--- src/rtl/fetch_unit_pkg.sv ---
// Shared types and defaults for the instruction-fetch stage.
// Bus width, reset PC, canonical NOP word and the fetch FSM state encoding.
package fetch_unit_pkg;

    localparam int DATA_WID = 32;

    localparam logic [DATA_WID-1:0] RESET_PC_DEF = 32'h0000_0000;
    localparam logic [DATA_WID-1:0] NOP_INST_DEF = 32'h0000_0013;
    localparam logic [DATA_WID-1:0] PC_STEP      = 32'h0000_0004;

    typedef enum logic [1:0] {
        ST_BOOT = 2'd0,
        ST_REQ  = 2'd1,
        ST_HOLD = 2'd2,
        ST_DROP = 2'd3
    } fetch_state_t;

    function automatic logic [DATA_WID-1:0] align_word(input logic [DATA_WID-1:0] addr);
        return {addr[DATA_WID-1:2], 2'b00};
    endfunction

endpackage

--- src/rtl/fetch_unit.sv ---
// Instruction-fetch stage: owns the PC, runs the imem req/ack handshake and
// feeds IF/ID, holding a fetched word across back-end stalls and absorbing redirects.
//
//   state | meaning
//   BOOT  | first cycle out of reset, no request yet
//   REQ   | request outstanding at pc; an ack delivers or is discarded on redirect
//   HOLD  | fetched word parked while the back end is stalled
//   DROP  | redirect arrived with a request in flight; wait out its ack, then jump to tgt
module fetch_unit
    import fetch_unit_pkg::*;
#(
    parameter logic [DATA_WID-1:0] RESET_PC = RESET_PC_DEF,
    parameter logic [DATA_WID-1:0] NOP_INST = NOP_INST_DEF
) (
    input  logic                clk,
    input  logic                rst,
    input  logic                dcache_stall,
    input  logic                redirect,
    input  logic [DATA_WID-1:0] redirect_pc,
    output logic                imem_req,
    output logic [DATA_WID-1:0] imem_addr,
    input  logic                imem_ack,
    input  logic [DATA_WID-1:0] imem_rdata,
    output logic [DATA_WID-1:0] inst_out,
    output logic [DATA_WID-1:0] pc_out,
    output logic                icache_stall
);

    fetch_state_t        state;
    fetch_state_t        state_next;
    logic [DATA_WID-1:0] pc;
    logic [DATA_WID-1:0] pc_next;
    logic [DATA_WID-1:0] tgt;
    logic [DATA_WID-1:0] tgt_next;
    logic [DATA_WID-1:0] hold_inst;
    logic [DATA_WID-1:0] hold_next;
    logic [DATA_WID-1:0] pc_inc;
    logic [DATA_WID-1:0] redirect_tgt;
    logic                req;
    logic                stall;
    logic [DATA_WID-1:0] inst;

    assign pc_inc       = pc + PC_STEP;
    assign redirect_tgt = align_word(redirect_pc);

    always_ff @(posedge clk or negedge rst) begin
        if (!rst) begin
            state     <= ST_BOOT;
            pc        <= RESET_PC;
            tgt       <= '0;
            hold_inst <= NOP_INST;
        end else begin
            state     <= state_next;
            pc        <= pc_next;
            tgt       <= tgt_next;
            hold_inst <= hold_next;
        end
    end

    always_comb begin
        state_next = state;
        pc_next    = pc;
        tgt_next   = tgt;
        hold_next  = hold_inst;
        req        = 1'b0;
        stall      = 1'b1;
        inst       = NOP_INST;

        case (state)
            ST_BOOT: begin
                state_next = ST_REQ;
            end

            ST_REQ: begin
                req = 1'b1;
                if (imem_ack) begin
                    if (redirect) begin
                        pc_next = redirect_tgt;
                    end else begin
                        stall = 1'b0;
                        inst  = imem_rdata;
                        if (dcache_stall) begin
                            hold_next  = imem_rdata;
                            state_next = ST_HOLD;
                        end else begin
                            pc_next = pc_inc;
                        end
                    end
                end else if (redirect) begin
                    // The bus request cannot be withdrawn, so remember where to go.
                    tgt_next   = redirect_tgt;
                    state_next = ST_DROP;
                end
            end

            ST_HOLD: begin
                stall = 1'b0;
                inst  = hold_inst;
                if (redirect) begin
                    pc_next    = redirect_tgt;
                    hold_next  = NOP_INST;
                    state_next = ST_REQ;
                end else if (!dcache_stall) begin
                    pc_next    = pc_inc;
                    state_next = ST_REQ;
                end
            end

            ST_DROP: begin
                req = 1'b1;
                if (redirect) begin
                    tgt_next = redirect_tgt;
                end
                if (imem_ack) begin
                    pc_next    = redirect ? redirect_tgt : tgt;
                    state_next = ST_REQ;
                end
            end

            default: begin
                state_next = ST_BOOT;
            end
        endcase
    end

    // BOOT raises icache_stall, but while reset is held the stall must read low.
    assign imem_req     = req;
    assign imem_addr    = pc;
    assign inst_out     = inst;
    assign pc_out       = pc;
    assign icache_stall = stall & rst;

endmodule
--- config.mk ---
export PLATFORM = sky130hd
export DESIGN_NAME = fetch_unit
export DESIGN_NICKNAME = d
export VERILOG_FILES = /design/src/rtl/fetch_unit_pkg.sv /design/src/rtl/fetch_unit.sv
export SDC_FILE = /design/constraint.sdc
export NUM_CORES = 1
export LEC_CHECK = 0
export ABC_AREA = 1
export CAP_MARGIN = 40
export CORE_AREA = 3 3 111 113
export CTS_CLUSTER_DIAMETER = 120
export DETAILED_ROUTE_END_ITERATION = 6
export DIE_AREA = 0 0 114 116
export PLACE_DENSITY_LB_ADDON = 0.15
export SETUP_SLACK_MARGIN = 0.02
export SYNTH_ARGS = -nofsm -noshare
export SYNTH_HDL_FRONTEND = slang
export SYNTH_SLANG_ARGS = --single-unit
--- constraint.sdc ---
create_clock -name clk -period 3.3 [get_ports clk]
set_input_delay 0.33 -clock clk [delete_from_list [all_inputs] [get_ports clk]]
set_output_delay 0.33 -clock clk [all_outputs]
set_load 0.02 [all_outputs]
### Word level (Yosys, flattened, before mapping)

Cells that the tools add are included.

| storage, ports and cells | value |
|---|---|
| register bits after elaboration | 98 |
| logic and storage cells | 56 |
| memory bits (writable) | 0 |
| input bits | 69 |
| bits in read-only memories | 0 |
| memories kept | 0 |
| bits in latches | 0 |

| operators by class | value |
|---|---|
| multiplexer cells | 28 |
| reduce and logical (&&, ||, !) cells | 9 |
| magnitude comparators | 0 |
| shifts and indexed selects | 0 |
| bitwise logic cells | 1 |
| div/mod/pow operators | 0 |
| equal/unequal tests | 13 |
| add/sub/neg operators | 1 |
| $mul | 0 |

Operators with widths:

| cell | count |
|---|---|
| 2-to-1 mux 32 bit | 12 |
| one-hot mux 32 bit (2 select lines) | 3 |
| one-hot mux 32 bit (3 select lines) | 1 |
| adder 32 x 3 -> 32 bit (second input constant) | 1 |
| 2-to-1 mux 2 bit | 7 |
| != test 2 bit (second input constant) | 6 |
| != test 3 bit (second input constant) | 4 |
| AND reduction 5 bit | 2 |
| one-hot mux 2 bit (4 select lines) | 1 |
| == test 2 bit (second input constant) | 2 |
| nonzero test 2 bit | 2 |
| 2-to-1 mux 1 bit | 3 |
| AND reduction 3 bit | 1 |
| nonzero test 3 bit | 1 |
| == test 2 x 1 -> 1 bit (second input constant) | 1 |
| zero test 2 bit | 1 |
| one-hot mux 1 bit (2 select lines) | 1 |
| AND reduction 2 bit | 1 |
| OR reduction 2 bit | 1 |
| AND 1 bit | 1 |

### Logic depth before layout (Yosys ltp)

| depth | value |
|---|---|
| depth after elaboration | 5 |
| depth in mapped cells | 12 |
| depth with buffers taken out | 11 |

### Worst setup path before layout

OpenSTA, ideal clock, no wires.

| timing | value |
|---|---|
| path kind | flip-flop to output port |
| start | register state[1] |
| end | output inst_out[11] |
| stages on the path, launching flop included | 8 |
| data arrival time | 1.603 ns |
| data required time | 2.970 ns |
| path buffers | 1 |
| path slack | 1.367 ns |
| cells stage by stage | dfrtp_1 -> inv_1 -> ha_1 -> nand2_1 -> nor2_1 -> clkbuf_1 -> nand2_1 -> a21oi_1 |

| on the way | value |
|---|---|
| cells in the longest elaborated chain, start to end | 2 |
| elaborated cells between the ends (all ways) | 3 |

Ends and longest elaborated chain:

| element | line | source |
|---|---|---|
| start: declaration | fetch_unit.sv:29 | `fetch_state_t state;` |
| start signal: assignment | fetch_unit.sv:53 | `state <= state_next;` |
| == test 2 bit or == test 2 x 1 -> 1 bit (tied branches) | fetch_unit.sv:69 | `case (state)` |
| one-hot mux 32 bit (2 select lines) * | fetch_unit.sv:69 |  |
| end: declaration | fetch_unit.sv:24 | `output logic [DATA_WID-1:0] inst_out,` |

Every way passes the cells marked *; elsewhere a longest branch is shown, timed or not.

### Worst setup path after layout

| timing | value |
|---|---|
| start | register state[1] |
| end | output inst_out[26] |

The elaborated chain is that of the path after synthesis.

==> results.txt <==
----------------------------------------------------
[Clock tree]
  CTS tree ... built
  Num CTS Buffers ... 9
  Post-CTS Hold Buffers ... 0
  H-Tree Level Count ... 3
  Worst-skew pair later-pin latency ... 0.34 ns
  Clock tree root driver cell ... clkbuf_16
  PostCTS Resize Cnt ... 0
  Clock transition at path regs ... 0.06 ns
  Number of buffers inserted by post-CTS setup repair ... 0
  Number of sinks driven by the clock tree ... roughly 100
  CTS Buffer Depth ... 2

[Floorplan]
  Initial cell density of the core ... approximately half
  DIE WIDTH ... 114 um
  IO Pins ... 167
  Y dimension of the die ... 116 um
  Number of rows created at floorplan ... 39
  Die area ... 0.01322 mm^2
  Core Box Area ... 0.01142 mm^2

[Timing]
  Worst slew pin tran ... 0.8277 ns
  Final worst hold slack ... 0.1193 ns
  Setup repair after global routing missed its margin ... false
  Remaining max-slew budget at the tightest pin ... 44.69%
  Achievable clock frequency ... 0.3506 GHz
  Hold Vio Cnt, Final ... 0
  Final clock period utilization by the worst path ... 86.44%
  Max-slew violations ... 0
  Final min period ... 2.853 ns
  Final clock skew ... 0.006688 ns
  Post-Route Setup TNS ... 0 ns
  Setup-failing EPs final ... 0

[Setup path]
  Startpoint kind of the worst setup timing path ... flip-flop
  Worst EP arrival ... approximately 2.5 ns
  Crit. Startpoint ... state[1]
  RR Startpoint ... state[1]
  Critical path fanouts, max ... 30
  Critical path class ... flip-flop to output port
  Endpoint kind of the worst setup timing path ... output port
  Data required, critical path ... ~3.0 ns

[Worst hold path]
  Type of the worst min-delay path ... primary input to async pin

[Logic synthesis]
  Syn Area/Cell ... a little over 7 um^2
  Post-synthesis cell area ... 0.005899 mm^2
  Nets in the synthesized netlist ... 908
  Fraction of the yosys area taken by sequential cells ... 41.63%
  Synthesized flop and latch total ... about 100
  Gate count after technology mapping ... 834
  Yosys cell types ... 34
  Yosys warning count ... 0

[Global routing]
  Total track usage ... 25.16%
  Layer with the highest usage ... met2
  Remaining global-route overflow ... 0
  Largest net degree at the start of global routing ... 53
  Number of global-route vias before repair ... 5679
  Routing usage on met3 ... 4.595%
  Wire length of the first global-routing pass ... roughly 27000 um
  Met2 usage in global routing ... 40.87%
  Initial antenna violation count ... 0
  Met1 usage ... around 34%

[Final layout]
  Sequential cell area ... around 0.0025 mm^2
  Layout Area Growth over Synthesis ... 30.92%
  Multi-input combinational cell area ... around 0.0027 mm^2
  Number of filler instances in the final layout ... 982
  Ratio of cells with drive above 1 in the final layout ... ~5.2%
  Leading cell type in the layout, fill and taps excluded ... nand2_1
  Summed area of non-filler cells in the final layout ... 0.007724 mm^2
  Total inserted antenna cells ... 0
  Number of nets in the layout ... 1025
  Most used cells in the layout excluding fill and tap cells ... 265 x nand2_1, 163 x clkdlybuf4s50_1, 95 x dfrtp_1

[Power]
  Cell Pwr Density ... 943.9 mW/mm^2
  IR drop worst, VDD ... 0.0005855 V
  Static leakage power ... 3.483 nW

[Detailed routing]
  Pre-antenna DRT Iters ... 5
  DRT iter0 DRCs ... 381
  Routed wirelength normalized by instance count ... around 15 um
  Routed wire length ... 16440 um
  Number of vias per cell after detailed routing ... around 5.3
  Via count of the routed design ... 5867
  Antenna Nets Post-Route ... 0
  DRC viols ... 0

[Place]
  Half-perimeter wire length after placement ... 11970 um
  Final weighted congestion in routability-driven placement ... 0.8524
  Cell area after placement ... 0.007403 mm^2
  # port buffers ... 164

[Run]
  # Max-Cap Violations ... 0

[Outcome]
  Result of the run ... finished clean

----------------------------------------------------
## final timing paths
| kind | endpoint | slack (ns) | cells after the start |
|---|---|---|---|
| worst max register to register | tgt[2] | 0.92 | 8 |
| worst max-delay path | inst_out[26] | 0.45 | 8 |
| worst min register to register | hold_inst[13] | 0.49 | 2 |
| min in group clk | hold_inst[13] | 0.49 | 2 |
| max in group asynchronous | tgt[26] | 2.04 | 3 |
| worst min-delay path | imem_addr[6] | 0.12 | 2 |
## stage by stage
stage / setup slack (ns) / instances / util [%] / power [mW]
after global placement: 0.6855 / 1082 / 64.60 / 6.017
after global routing: 0.2738 / 1099 / 67.64 / 7.826
after detailed placement: 0.5951 / 1083 / 64.84 / 6.166
after floorplan: 1.367 / 834 / - / 4.819
after CTS: 0.4211 / 1099 / 67.64 / 7.316
final: 0.4475 / 1099 / 67.64 / 7.290
## sequential cells by signal (all words and copies together) (netlist names)
name,flops
hold_inst,32
imem_addr,32
state,2
tgt,32
## area by class of cell
| type | count | area share, % |
|---|---|---|
| clock inverter | 5 | 1.004 |
| sequential | 98 | 31.80 |
| inverter | 82 | 4.017 |
| multi-input combinational | 584 | 35.07 |
| timing repair buffer | 176 | 22.65 |
| tap | 143 | 2.317 |
| clock buffer | 11 | 3.143 |
## where the power goes
| group | switching [mW] | internal (mW) |
|---|---|---|
| Sequential | 0.479 | 1.77 |
| Clock | 0.439 | 0.682 |
| Combinational | 2.33 | 1.59 |
| Total | 3.25 | 4.04 |
## synthesized netlist by cell type (all sizes together)
library cell / n / area [um^2]
a21oi: 44 / 220.2
nand4: 5 / 31.28
o21a: 1 / 7.510
dfstp: 3 / 78.83
a22oi: 6 / 45.04
o2111ai: 2 / 17.52
nand3: 39 / 200.2
dfrtp: 95 / 2377
or2: 5 / 31.28
a2bb2oi: 1 / 8.760
o21ai: 88 / 444.2
and2: 1 / 6.260
o2bb2ai: 1 / 8.760
a21boi: 13 / 97.59
o22ai: 21 / 131.4
ha: 5 / 62.56
xor2: 6 / 52.55
clkbuf: 24 / 90.09
a31oi: 1 / 6.260
inv: 82 / 310.3
nor2: 76 / 307.8
nand2: 269 / 1020
buf: 46 / 344.1
## kinds of logic after synthesis
kind of cell / synth area share (%)
AND/OR/NAND/NOR: 27.06
AO/OA/AOI/OAI: 16.73
buffers and inverters: 12.62
flip-flops: 41.63
XOR/XNOR: 0.8908
adder cells (fa/ha/maj): 1.060
## metal layers
layer | vias up | share of wire [%]
li1 | 2883 | -
met1 | 2730 | 44
met2 | 223 | 47
met3 | 31 | 7.2
met4 | 0 | 2.0
met5 | - | 0
## critical path, cell delays in order (launching register included)
cell and delay, ns:
dfrtp_1 0.42, inv_1 0.10, ha_1 0.24, nand2_1 0.13, nor2_2 0.10, buf_4 0.29
nand2_1 0.10, a21oi_1 0.16, clkdlybuf4s50_1 0.63
Note: power is estimated with default switching activity, not from simulation.
